File: src/rtl/memory_game_ctrl.sv
// memory_game_ctrl
//   Game logic for the 5x4 memory game, feeding the VGA card renderer.
//   Debounces the three player buttons, moves a wrapping cursor over the card
//   grid and runs the flip / show / resolve sequence for each pair of picks.
//
//   Ports
//     clock_25M    in   pixel clock, all logic on its rising edge
//     reset        in   asynchronous active-high reset
//     btn_select   in   raw select button (asynchronous, active-high)
//     btn_move_x   in   raw move-column button
//     btn_move_y   in   raw move-row button
//     frame        in   one-cycle strobe at start of vertical blanking
//     card_order   in   5 bits per card, shuffled values 0..N_CARDS-1
//     card_state   out  2 bits per card: 0 hidden, 1 face-up, 2 matched
//     cursor_pos   out  selected card index, row*N_COLS + col
//     pairs_found  out  matched pair count
//     game_over    out  high while every pair is matched
//
//   state   | meaning
//   PICK1   | waiting for the first card of a pair
//   PICK2   | first card face-up, waiting for the second
//   SHOW    | both cards face-up, counting frame strobes
//   RESOLVE | one cycle: mark the pair matched or turn it back over
//   DONE    | all pairs matched, select starts a new game

module memory_game_ctrl #(
    parameter int  N_COLS          = 5,
    parameter int  N_ROWS          = 4,
    parameter int  DEBOUNCE_CYCLES = 250000,
    parameter int  SHOW_FRAMES     = 60,
    localparam int N_CARDS         = N_COLS * N_ROWS,
    localparam int N_PAIRS         = N_CARDS / 2,
    localparam int POS_W           = $clog2(N_CARDS),
    localparam int PAIR_W          = $clog2(N_PAIRS + 1)
) (
    input  logic                   clock_25M,
    input  logic                   reset,
    input  logic                   btn_select,
    input  logic                   btn_move_x,
    input  logic                   btn_move_y,
    input  logic                   frame,
    input  logic [5*N_CARDS-1:0]   card_order,
    output logic [2*N_CARDS-1:0]   card_state,
    output logic [POS_W-1:0]       cursor_pos,
    output logic [PAIR_W-1:0]      pairs_found,
    output logic                   game_over
);

    localparam int COL_W  = $clog2(N_COLS);
    localparam int ROW_W  = $clog2(N_ROWS);
    localparam int DB_W   = $clog2(DEBOUNCE_CYCLES + 1);
    localparam int SHOW_W = $clog2(SHOW_FRAMES + 1);

    localparam logic [DB_W-1:0]   DB_LOAD   = DB_W'(DEBOUNCE_CYCLES - 1);
    localparam logic [SHOW_W-1:0] SHOW_LOAD = SHOW_W'(SHOW_FRAMES - 1);

    localparam logic [1:0] CARD_HIDDEN  = 2'd0;
    localparam logic [1:0] CARD_UP      = 2'd1;
    localparam logic [1:0] CARD_MATCHED = 2'd2;

    typedef enum logic [2:0] {
        PICK1,
        PICK2,
        SHOW,
        RESOLVE,
        DONE
    } state_t;

    // ---------------- button conditioning ----------------
    // Bit 0 select, bit 1 move_x, bit 2 move_y.
    logic [2:0]      btn_raw;
    logic [2:0]      sync_a;
    logic [2:0]      sync_b;
    logic [2:0]      btn_level;
    logic [2:0]      btn_press;
    logic [DB_W-1:0] db_cnt [3];

    assign btn_raw = {btn_move_y, btn_move_x, btn_select};

    // Each counter is held at its load value while the synchronised input
    // agrees with the accepted level, and counts down while they differ;
    // reaching zero accepts the new level.
    always_ff @(posedge clock_25M or posedge reset) begin
        if (reset) begin
            sync_a    <= '0;
            sync_b    <= '0;
            btn_level <= '0;
            btn_press <= '0;
            for (int i = 0; i < 3; i++) db_cnt[i] <= '0;
        end else begin
            sync_a    <= btn_raw;
            sync_b    <= sync_a;
            btn_press <= '0;
            for (int i = 0; i < 3; i++) begin
                if (sync_b[i] == btn_level[i]) begin
                    db_cnt[i] <= DB_LOAD;
                end else if (db_cnt[i] == '0) begin
                    btn_level[i] <= sync_b[i];
                    btn_press[i] <= sync_b[i];
                    db_cnt[i]    <= DB_LOAD;
                end else begin
                    db_cnt[i] <= db_cnt[i] - 1'b1;
                end
            end
        end
    end

    // ---------------- cursor next value ----------------
    logic [COL_W-1:0] col, col_nxt;
    logic [ROW_W-1:0] row, row_nxt;
    logic [POS_W-1:0] pos_nxt;

    always_comb begin
        col_nxt = col;
        row_nxt = row;
        if (btn_press[1]) col_nxt = (col == COL_W'(N_COLS - 1)) ? '0 : col + 1'b1;
        if (btn_press[2]) row_nxt = (row == ROW_W'(N_ROWS - 1)) ? '0 : row + 1'b1;
        pos_nxt = POS_W'(int'(row_nxt) * N_COLS + int'(col_nxt));
    end

    // ---------------- game FSM ----------------
    state_t            state;
    logic [1:0]        cs [N_CARDS];
    logic [4:0]        order_val [N_CARDS];
    logic [POS_W-1:0]  first_pos;
    logic [POS_W-1:0]  second_pos;
    logic [SHOW_W-1:0] show_tmr;
    logic              pair_match;
    logic [PAIR_W-1:0] pairs_new;

    always_comb begin
        for (int p = 0; p < N_CARDS; p++) order_val[p] = card_order[5*p +: 5];
    end

    always_comb begin
        card_state = '0;
        for (int p = 0; p < N_CARDS; p++) card_state[2*p +: 2] = cs[p];
    end

    // Pair identity is the card value with its low bit dropped.
    assign pair_match = (order_val[first_pos] >> 1) == (order_val[second_pos] >> 1);

    always_comb begin
        pairs_new = pairs_found;
        if (pair_match && pairs_found != PAIR_W'(N_PAIRS)) pairs_new = pairs_found + 1'b1;
    end

    always_ff @(posedge clock_25M or posedge reset) begin
        if (reset) begin
            state       <= PICK1;
            col         <= '0;
            row         <= '0;
            cursor_pos  <= '0;
            pairs_found <= '0;
            game_over   <= 1'b0;
            show_tmr    <= '0;
            first_pos   <= '0;
            second_pos  <= '0;
            for (int p = 0; p < N_CARDS; p++) cs[p] <= CARD_HIDDEN;
        end else begin
            // A new game recentres the cursor; otherwise moves apply in every state.
            if (state == DONE && btn_press[0]) begin
                col        <= '0;
                row        <= '0;
                cursor_pos <= '0;
            end else begin
                col        <= col_nxt;
                row        <= row_nxt;
                cursor_pos <= pos_nxt;
            end

            // Select acts on the registered (pre-move) cursor position.
            case (state)
                PICK1: begin
                    if (btn_press[0] && cs[cursor_pos] == CARD_HIDDEN) begin
                        cs[cursor_pos] <= CARD_UP;
                        first_pos      <= cursor_pos;
                        state          <= PICK2;
                    end
                end
                PICK2: begin
                    if (btn_press[0] && cs[cursor_pos] == CARD_HIDDEN) begin
                        cs[cursor_pos] <= CARD_UP;
                        second_pos     <= cursor_pos;
                        show_tmr       <= SHOW_LOAD;
                        state          <= SHOW;
                    end
                end
                SHOW: begin
                    if (frame) begin
                        if (show_tmr == '0) state <= RESOLVE;
                        else                show_tmr <= show_tmr - 1'b1;
                    end
                end
                RESOLVE: begin
                    cs[first_pos]  <= pair_match ? CARD_MATCHED : CARD_HIDDEN;
                    cs[second_pos] <= pair_match ? CARD_MATCHED : CARD_HIDDEN;
                    pairs_found    <= pairs_new;
                    if (pairs_new == PAIR_W'(N_PAIRS)) begin
                        state     <= DONE;
                        game_over <= 1'b1;
                    end else begin
                        state <= PICK1;
                    end
                end
                DONE: begin
                    if (btn_press[0]) begin
                        for (int p = 0; p < N_CARDS; p++) cs[p] <= CARD_HIDDEN;
                        pairs_found <= '0;
                        game_over   <= 1'b0;
                        state       <= PICK1;
                    end
                end
                default: state <= PICK1;
            endcase
        end
    end

endmodule
File: config.mk
export PLATFORM = sky130hd
export DESIGN_NAME = memory_game_ctrl
export DESIGN_NICKNAME = d
export VERILOG_FILES = /design/src/rtl/memory_game_ctrl.sv
export SDC_FILE = /design/constraint.sdc
export NUM_CORES = 1
export LEC_CHECK = 0
export ABC_AREA = 1
export ABC_CLOCK_PERIOD_IN_PS = 6200
export BUFFER_PORTS_ARGS = -buffer_cell sky130_fd_sc_hd__buf_2
export CAP_MARGIN = 10
export CELL_PAD_IN_SITES_DETAIL_PLACEMENT = 1
export CELL_PAD_IN_SITES_GLOBAL_PLACEMENT = 2
export CORE_ASPECT_RATIO = 0.6
export CORE_MARGIN = 10
export CORE_UTILIZATION = 31
export DETAILED_ROUTE_END_ITERATION = 8
export PLACE_DENSITY = 0.77
export SLEW_MARGIN = 10
export SYNTH_ARGS = -nofsm -noshare
export SYNTH_HDL_FRONTEND = slang
export SYNTH_SLANG_ARGS = --single-unit
File: constraint.sdc
create_clock -name clock_25M -period 6.2 [get_ports clock_25M]
set_clock_uncertainty 0.15 [all_clocks]
set_input_delay 0.62 -clock clock_25M [delete_from_list [all_inputs] [get_ports clock_25M]]
set_output_delay 0.62 -clock clock_25M [all_outputs]
set_load 0.05 [all_outputs]
# Yosys cells after proc, flatten, opt, wreduce, memory -nomap -nowiden
# Index checks and enable logic that the tools add are counted.
[word_totals]
regBits = 140
in_bits = 106
[classes]
n_addsub = 8
n_mul = 1
n_lt_le_gt_ge = 6
eq_ne = 20
mux = 57
n_bitwise = 9
reduce_logical = 26
[ops]
columns = ["operator", "count"]
rows = [
  ["one-hot mux 40 bit (3 select lines)", 1],
  ["two-way mux 18 bit", 6],
  ["bitwise mux 40 bit", 2],
  ["two-way mux 40 bit", 2],
  ["logical NOT 18 bit", 3],
  ["subtractor 18 x 1 -> 18 bit, second input constant", 3],
  ["binary-select mux 5 bit (select 5 bit)", 2],
  ["demux 2 bit (select 5 bit)", 3],
  ["two-way mux 3 bit", 9],
  ["two-way mux 5 bit", 5],
  ["bitwise AND 20 bit", 1],
  ["NOT 20 bit", 1],
  ["OR 20 bit", 1],
  [">= comparator 6 bit, second input constant", 3],
  ["< comparator 6 x 1 -> 1 bit, second input constant", 3],
  ["two-way mux 2 bit", 9],
  ["two-way mux 6 bit", 3],
  ["NOT 5 -> 6 bit", 3],
  ["one-hot mux 3 bit (5 select lines)", 1],
  ["!= test 2 bit, second input constant", 7],
  ["one-hot mux 6 bit (2 select lines)", 1],
  ["AND reduction 2 bit", 6],
  ["binary-select mux 2 bit (select 5 bit)", 1],
  ["two-way mux 1 bit", 8],
  ["29 further kinds", 43],
]

# Longest topological paths before layout
# Gate-level depths: netlist of the first run.
[logic_depth]
ltp_word = 10
ltp_mapped = 20
ltp_nobuf = 18

# Worst setup path before layout of the first run
# OpenSTA, ideal clock, no wires.
[synth_path]
path_kind = "reg-to-reg"
from = "register cursor_pos[1]"
to = "register cs (netlist bit card_state[1])"
setup_time_ps = 132
t_arrival_ps = 2339
required_time_ps = 5918
path_slack_ps = 3579
path_stages_with_launch = 14
period_less_slack_ps = 2621
path_cell_list = "dfrtp_1 -> inv_1 -> nand2_1 -> o22ai_1 -> nor3_1 -> o21ai_1 -> nor3_1 -> nand2_1 -> nand3_1 -> nand3_1 -> buf_2 -> buf_2 -> nand2_1 -> o21ai_1"
[synth_via]
elab_chain_len = 9
elab_cells_between_ends = 17
[synth_rtl]
columns = ["element", "line_no", "rtl"]
rows = [
  ["start: declaration", "44", "output logic [POS_W-1:0] cursor_pos,"],
  ["start signal: assignment", "169", "cursor_pos <= pos_nxt;"],
  ["NOT 5 -> 6 bit (not written as such) (*)", "--", ""],
  [">= comparator 6 bit (not written as such) / < comparator 6 x 1 -> 1 bit (equally long branches)", "176, 183", ""],
  ["logical AND 1 bit (not written as such)", "176, 183", ""],
  ["two-way mux 2 bit (not written as such)", "176, 183", ""],
  ["demux 2 bit (select 5 bit)", "176, 183", ""],
  ["NOT 20 bit (no line)", "--", ""],
  ["bitwise AND 20 bit (no line)", "--", ""],
  ["two-way mux 40 bit", "175, 182", ""],
  ["one-hot mux 40 bit (3 select lines)", "173", "case (state)"],
  ["end signal: indexed assignment", "196", "cs[first_pos] <= pair_match ? CARD_MATCHED : CARD_HIDDEN;"],
  ["end signal: indexed assignment", "197", "cs[second_pos] <= pair_match ? CARD_MATCHED : CARD_HIDDEN;"],
  ["end: declaration", "123", "logic [1:0] cs [N_CARDS];"],
]
# Every way passes the cells marked *; elsewhere a longest branch is shown, timed or not. The select of a mux whose other input is x is not followed.
# A chain may end at the register's enable or synchronous reset.

# Worst setup path after layout of the first run
[layout_path]
from = "register first_pos[1]"
to = "register state[2]"
[layout_via]
elab_chain_len = 10
[layout_rtl]
columns = ["element", "line_no", "rtl"]
rows = [
  ["start: declaration", "125", "logic [POS_W-1:0] first_pos;"],
  ["start signal: assignment", "177", "first_pos <= cursor_pos;"],
  ["NOT 5 -> 6 bit (not written as such)", "141", "assign pair_match = (order_val[first_pos] >> 1) == (order_val[second_pos] >> 1);"],
  ["binary-select mux 5 bit (select 5 bit)", "141", ""],
  ["two-way mux 5 bit (not written as such) (2 in a row)", "141", ""],
  ["equality test 4 bit", "141", ""],
  ["logical AND 1 bit", "145", "if (pair_match && pairs_found != PAIR_W'(N_PAIRS)) pairs_new = pairs_found + 1'b1;"],
  ["two-way mux 4 bit", "145", ""],
  ["equality test 4 bit", "199", "if (pairs_new == PAIR_W'(N_PAIRS)) begin"],
  ["two-way mux 3 bit", "199", ""],
  ["one-hot mux 3 bit (5 select lines)", "173", ""],
  ["end signal: assignment", "150", "state <= PICK1;"],
  ["end signal: assignment", "200", "state <= DONE;"],
  ["end signal: assignment", "203", "state <= PICK1;"],
  ["end: declaration", "122", "state_t state;"],
]
# No other way between the ends. The select of a mux whose other input is x is not followed.

==> results.py, run 1 <==
metrics = {
    "status": {
        "outcome": "completed",
    },
    "route": {
        "first_pass_iters": 5,
        "wirelength_um": 34700,
        "vias_per_cell": 4.90,
        "drt_iter0_drc": 522,
        "ant_nets": 0,
        "dr_total_vias": 9483,
        "drt-wirelength-per-cell_um": 17.9,
        "drc": 0,
    },
    "clocking": {
        "root_buffer": "clkbuf_16",
        "cts_setup_buffers": 0,
        "clkSinkCount": 140,
        "clk_path_buf_depth": 2,
        "cts_hold_buf": 0,
        "clk_latency_ns": 0.45,
        "clk_pin_slew_ns": 0.06,
        "cts_buffers": 17,
        "cts_resized": 0,
        "h-tree-depth": 4,
        "cts_tree": "done",
    },
    "floorplan": {
        "core_area_um2": 29000,
        "die-area_um2": 37200,
        "chipWidth_um": 242,
        "io_pins": 156,
        "start_util_pct": 31.7,
        "rows": 48,
        "die_h_um": 153,
    },
    "timing": {
        "hold_viol": 0,
        "setup-violations-final": 0,
        "worst_slew_pin_slew_ns": 1.11,
        "tns_ns": 0,
        "final_max_slew_viol_count": 0,
        "min_period_ns": 3.89,
        "relSlewSlack_pct": 25.2,
        "grt_setup_unrepaired": "no",
        "finalCritPeriodShare_pct": 62.7,
        "max_freq_mhz": 257,
    },
    "worst_setup_path": {
        "ff2ff_setup_slack_ns": 2.31,
        "r2r-start": "first_pos[1]$_DFFE_PP0P_",
        "critPathKind": "register to register",
        "cp_num_buf_inv": 1,
        "crit_required_ns": 6.43,
        "reg2reg_depth": 16,
        "crit_start": "first_pos[1]$_DFFE_PP0P_",
        "crit_chain": "inv_2 -> nor2_2 -> nand2_1 -> nand4_1 -> nand2_1 -> nand2_1 -> nor2_1 -> nand2_1 -> nand2_1 -> nor2_4 -> nand2_2 -> nand2_1 -> nand2_1 -> nor2_1 -> nand3_1 -> nand2_1",
        "path_common_cell": "nand2_1",
        "crit_path_start_kind": "register",
        "worstSetupEndpointType": "register",
        "path_delay_family": "simple AND/OR/NAND/NOR gates",
        "crit_fanout": 22,
        "r2r_end": "state[2]$_DFFE_PP0P_",
        "endpoint": "state[2]$_DFFE_PP0P_",
        "critical_path.slowest_cell": "dfrtp_1",
        "critical_path_depth": 16,
        "critical_path_arrival_ns": 4.12,
        "slowest_delay_ns": 0.88,
    },
    "grt": {
        "grt_pass1_wl_um": 55300,
        "grt_use_met2_pct": 28.2,
        "grt_max_degree": 81,
        "grt.busiest_layer": "met2",
        "grt_usage_pct": 18.6,
        "grt_util_met3_pct": 3.57,
        "grt_use_met1_pct": 26.7,
        "grt_pass1_vias": 9515,
        "antenna_found_initial": 1,
        "grt_remaining_overflow": 0,
    },
    "job": {
        "maxCapViolations": 0,
    },
    "finish": {
        "final_cell_mix": "533 x nand2_1, 188 x nor2_1, 140 x dfrtp_1, 135 x buf_2, 119 x inv_1",
        "nets": 1643,
        "fillers": 3789,
        "mostFrequentLayoutCell": "nand2_1",
        "syn_to_final_growth_pct": 18.8,
        "diodes": 0,
        "postLayoutCoreUtil_pct": 37.7,
        "drive_gt1_share_pct": 14.1,
    },
    "pwr": {
        "p_leak_nw": 5.58,
        "power_density_nw_per_um2": 200,
        "peakVddDrop_mv": 0.163,
    },
    "synthesis": {
        "postSynthAreaPerCell_um2": 6.59,
        "synthCells": 1397,
        "ys_types": 39,
        "ys_ff_latch": 140,
        "ys_warn_count": 0,
        "synth_largest_area_cell": "dfrtp_1",
        "mappedNetlistNets": 1519,
        "synth_area_leaders": "dfrtp_1 38%, nand2_1 22%, nor2_1 7.7%, o21ai_0 5.7%, inv_1 4.9%",
        "yosys.area.top_type_share_pct": 38.1,
        "ys_seq_area_share_pct": 38.1,
        "netlist_area_um2": 9200,
    },
    "place": {
        "portBuffers": 135,
        "place_congestion": 0.825,
        "dp_hpwl_um": 26200,
    },
    "worst_hold_path": {
        "hold_path_class": "input pin to register",
    },
}
==> cell type report <==
class                   instances  area, µm²  area share, %
clock inverters                13        188           1.72
flip-flops and latches        140       3500           32.0
repair buffers                146        778           7.12
multi-input cells            1091       5040           46.1
clock buffers                  19        453           4.14
inverters                     125        474           4.34
well taps                     400        500           4.58
==> synthesized netlist by cell type (all sizes together) <==
cell type,number
clkbuf,16
mux2,1
or3b,1
fa,1
dfrtp,140
o21ai,130
o21a,2
nor3b,3
nand2,536
inv,125
buf,25
xor2,26
nor2,195
nand3b,5
nand3,49
ha,15
a22o,7
xnor2,17
a21oi,35
a31oi,2
o22ai,16
o211ai,1
nor3,21
or2,13
nand4,11
o211a,1
nor4,2
o2111ai,1
==> metal layers <==
| metal | vias to the layer above | share of wire (%) |
|---|---|---|
| met4 | 0 | 0.95 |
| met1 | 4636 | 51 |
| met5 | - | 0 |
| li1 | 4652 | - |
| met3 | 23 | 5.0 |
| met2 | 172 | 43 |
==> worst min path at each step <==
stage / cells after the start / slack [ns] / start / end
finish: 1 / 0.12 / btn_move_y / sync_a[2]$_DFF_PP0_
global route: 1 / 0.11 / btn_move_y / sync_a[2]$_DFF_PP0_
CTS: 1 / 0.11 / btn_move_y / sync_a[2]$_DFF_PP0_
detailed placement: 0 / 0.19 / sync_a[0]$_DFF_PP0_ / sync_b[0]$_DFF_PP0_
global placement: 0 / 0.19 / sync_a[1]$_DFF_PP0_ / sync_b[1]$_DFF_PP0_
floorplan: 0 / 0.18 / sync_a[0]$_DFF_PP0_ / sync_b[0]$_DFF_PP0_
==> sequential cells by signal, summed over array words and instances, names as in the netlist, 3 cells and up <==
signal	cells
state	3
card_state	40
btn_press	3
col	3
pairs_found	4
db_cnt	54
sync_a	3
first_pos	5
cursor_pos	5
second_pos	5
btn_level	3
show_tmr	6
sync_b	3
==> metrics by stage <==
step / setup slack [ns] / hold slack (ns) / instances / cell area, µm² / power (mW)
floorplan: 1.68 / 0.181 / 1397 / 9200 / 1.01
global placement: 2.32 / 0.187 / 1901 / 10300 / 1.07
detailed placement: 2.34 / 0.189 / 1901 / 10300 / 1.07
CTS: 2.30 / 0.105 / 1933 / 10900 / 2.21
global route: 1.90 / 0.107 / 1934 / 10900 / 2.27
finish: 2.31 / 0.125 / 1934 / 10900 / 2.19
==> report_power, final <==
group | internal [mW] | switching, mW | total (mW)
clock | 0.696 | 0.439 | 1.14
combinational | 0.0431 | 0.0822 | 0.125
sequential | 0.920 | 0.00451 | 0.925
total | 1.66 | 0.526 | 2.19
==> cells by family (layout without fill, tap and decap cells) <==
kind of cell	after synthesis	count (layout)	synth area share, %
simple gates	836	836	36.8
compound gates	195	195	11.4
xor+xnor	43	43	4.09
buf+inv	166	303	7.27
mux	1	1	0.122
fa+ha+maj	16	16	2.26
flops	140	140	38.1
Note: power is estimated with default switching activity, not from simulation.
==> run 2, diff against run 1 <==
- ABC_CLOCK_PERIOD_IN_PS: 6200 -> 3900
- clock period: 6.2 -> 3.9 ns (I/O delays scaled with it)
==> run 2 against run 1 <==
Clock-buffer cell count decreased by 2. Fmax increased by 22%. Sequential cell count unchanged. Register-to-register slack got worse by 1.6 ns. Worst hold slack improved by 0.074 ns. Total power increased by 50%. Via count decreased by 0.16%. Sequential share of layout area decreased by 0.32 points. Routed wire length decreased by 1.3%. Critical path depth decreased by 4.
==> results.py, run 2 (synthesis gave the netlist of run 1 again) <==
metrics = {
    "timing": {
        "setup-violations-final": 0,
        "max_freq_mhz": 315,
        "tns_ns": 0,
        "worst_slew_pin_slew_ns": 0.827,
        "hold_viol": 0,
        "holdWs_ns": 0.199,
        "finalCritPeriodShare_pct": 81.5,
        "grt_setup_unrepaired": "no",
        "final_max_slew_viol_count": 0,
        "relSlewSlack_pct": 44.7,
        "worst_slack_ns": 0.721,
        "min_period_ns": 3.18,
    },
    "worst_hold_path": {
        "hold_path_end": "sync_b[0]$_DFF_PP0_",
        "worstHoldStart": "sync_a[0]$_DFF_PP0_",
        "hold_path_class": "register to register",
        "min_path_cells": 0,
    },
    "pwr": {
        "intPower_mw": 2.39,
        "p_leak_nw": 5.66,
        "comb_power_share_pct": 6.3,
        "power_mw": 3.28,
        "power_switching_uw": 894,
        "p_sw_share_pct": 27.2,
        "pwr-share-clk_pct": 48.9,
        "power_density_nw_per_um2": 297,
        "p_seq_share_pct": 44.8,
        "peakVddDrop_mv": 0.215,
    },
    "finish": {
        "syn_to_final_growth_pct": 20.0,
        "diodes": 0,
        "largest_reg_flops": 54,
        "nets": 1665,
        "layoutNonFillerInstCount": 1956,
        "multi_input_area_um2": 5040,
        "regArea_um2": 3500,
        "final_cell_mix": "533 x nand2_1, 188 x nor2_1, 140 x dfrtp_1, 135 x buf_2, 119 x inv_1",
        "fillers": 3767,
        "mostFrequentLayoutCell": "nand2_1",
        "design_area_um2": 11000,
        "regMostFlops": "db_cnt",
        "postLayoutCoreUtil_pct": 38.1,
        "drive_gt1_share_pct": 15.1,
    },
    "floorplan": {
        "chipWidth_um": 242,
        "start_util_pct": 31.7,
        "core_area_um2": 29000,
        "rows": 48,
        "io_pins": 156,
        "die-area_um2": 37200,
        "die_h_um": 153,
    },
    "clocking": {
        "clk_pin_slew_ns": 0.07,
        "clk_path_buf_depth": 2,
        "clk_latency_ns": 0.45,
        "h-tree-depth": 4,
        "clkSinkCount": 140,
        "cts_buffers": 17,
        "root_buffer": "clkbuf_16",
        "cts_tree": "done",
        "cts_setup_buffers": 0,
    },
    "grt": {
        "grt_pass1_wl_um": 55300,
        "grt_max_degree": 70,
        "grt_remaining_overflow": 0,
        "antenna_found_initial": 0,
        "grt_pass1_vias": 9703,
        "grt_usage_pct": 18.6,
    },
    "worst_setup_path": {
        "critPathKind": "register to register",
        "crit_path_start_kind": "register",
        "ff2ff_setup_slack_ns": 0.72,
        "r2r-start": "cursor_pos[1]$_DFF_PP0_",
        "crit_required_ns": 4.11,
        "reg2reg_depth": 12,
        "critical_path_arrival_ns": 3.39,
        "worstSetupEndpointType": "register",
        "r2r_end": "card_state[16]$_DFFE_PP0P_",
        "crit_fanout": 41,
        "slowest_delay_ns": 0.43,
        "crit_chain": "inv_1 -> nor2_1 -> inv_1 -> nor2_1 -> nor3_1 -> o21ai_1 -> nor3_1 -> nand2_1 -> nand3_1 -> nand3_2 -> buf_4 -> o21ai_0",
        "critical_path.slowest_cell": "dfrtp_1",
    },
    "place": {
        "portBuffers": 135,
        "dp_hpwl_um": 26800,
        "placed_cell_area_um2": 10400,
        "dp_cells": 1920,
        "place_congestion": 0.838,
        "pre_cts_ws_ns": 0.709,
    },
    "route": {
        "ant_nets": 0,
        "wirelength_um": 34200,
        "first_pass_iters": 5,
        "drt-wirelength-per-cell_um": 17.5,
        "drc": 0,
        "vias_per_cell": 4.84,
        "dr_total_vias": 9468,
        "drt_iter0_drc": 540,
    },
    "job": {
        "maxCapViolations": 0,
    },
    "status": {
        "outcome": "completed",
    },
}
[run 2: cell types whose count changed in the layout (fill, tap and decap cells not counted), sizes merged]
cell,previous run,this run
clkbuf,19,17
buf,146,164
bufinv,4,0
clkinvlp,3,2
dlygate4sd3,0,4
inv,127,134
[run 2: worst max-delay path by stage]
stage / from / endpoint / depth (start not counted) / slack [ns]
after global placement: cursor_pos[1]$_DFF_PP0_ / card_state[25]$_DFFE_PP0P_ / 13 / 0.83
final: cursor_pos[1]$_DFF_PP0_ / card_state[16]$_DFFE_PP0P_ / 12 / 0.72
after detailed placement: cursor_pos[1]$_DFF_PP0_ / card_state[16]$_DFFE_PP0P_ / 12 / 0.71
after CTS: cursor_pos[1]$_DFF_PP0_ / card_state[14]$_DFFE_PP0P_ / 12 / 0.68
after floorplan: cursor_pos[1]$_DFF_PP0_ / card_state[1]$_DFFE_PP0P_ / 13 / 1.28
after global routing: cursor_pos[1]$_DFF_PP0_ / card_state[11]$_DFFE_PP0P_ / 13 / 0.37
[run 2: what timing repair did]
item	CTS	global route
resized for setup	0	0
hold buffers	4	0
hold endpoints to repair	30	0
[run 2: layer usage]
layer | vias to the layer above | part of all wire, % | global-route usage (%)
met5 | - | 0 | 0
li1 | 4705 | - | -
met4 | 0 | 0.60 | 3.22
met3 | 17 | 4.3 | 3.92
met2 | 152 | 44 | 28.5
met1 | 4594 | 52 | 26.4
[run 2: power by group through the flow]
stage               Combinational, mW  Clock [mW]  Sequential, mW
floorplan                       0.110           0            1.50
global placement                0.204           0            1.50
detailed placement              0.208           0            1.50
CTS                             0.212        1.65            1.47
global route                    0.239        1.71            1.47
finish                          0.207        1.61            1.47
[run 2: cell type report]
cell class / instances / area share (%)
inverters: 125 / 4.28
flip-flops and latches: 140 / 31.7
repair buffers: 168 / 8.68
well taps: 400 / 4.53
clock inverters: 15 / 1.34
multi-input cells: 1091 / 45.6
clock buffers: 17 / 3.85
[run 2: worst max-delay path: cells and delay by family, from the launching register on]
family,cells,cell delay [ns]
and+or+nand+nor,7,1.37
buffers and inverters,3,0.81
DFF,1,0.43
AOI/OAI and AO/OA,2,0.31
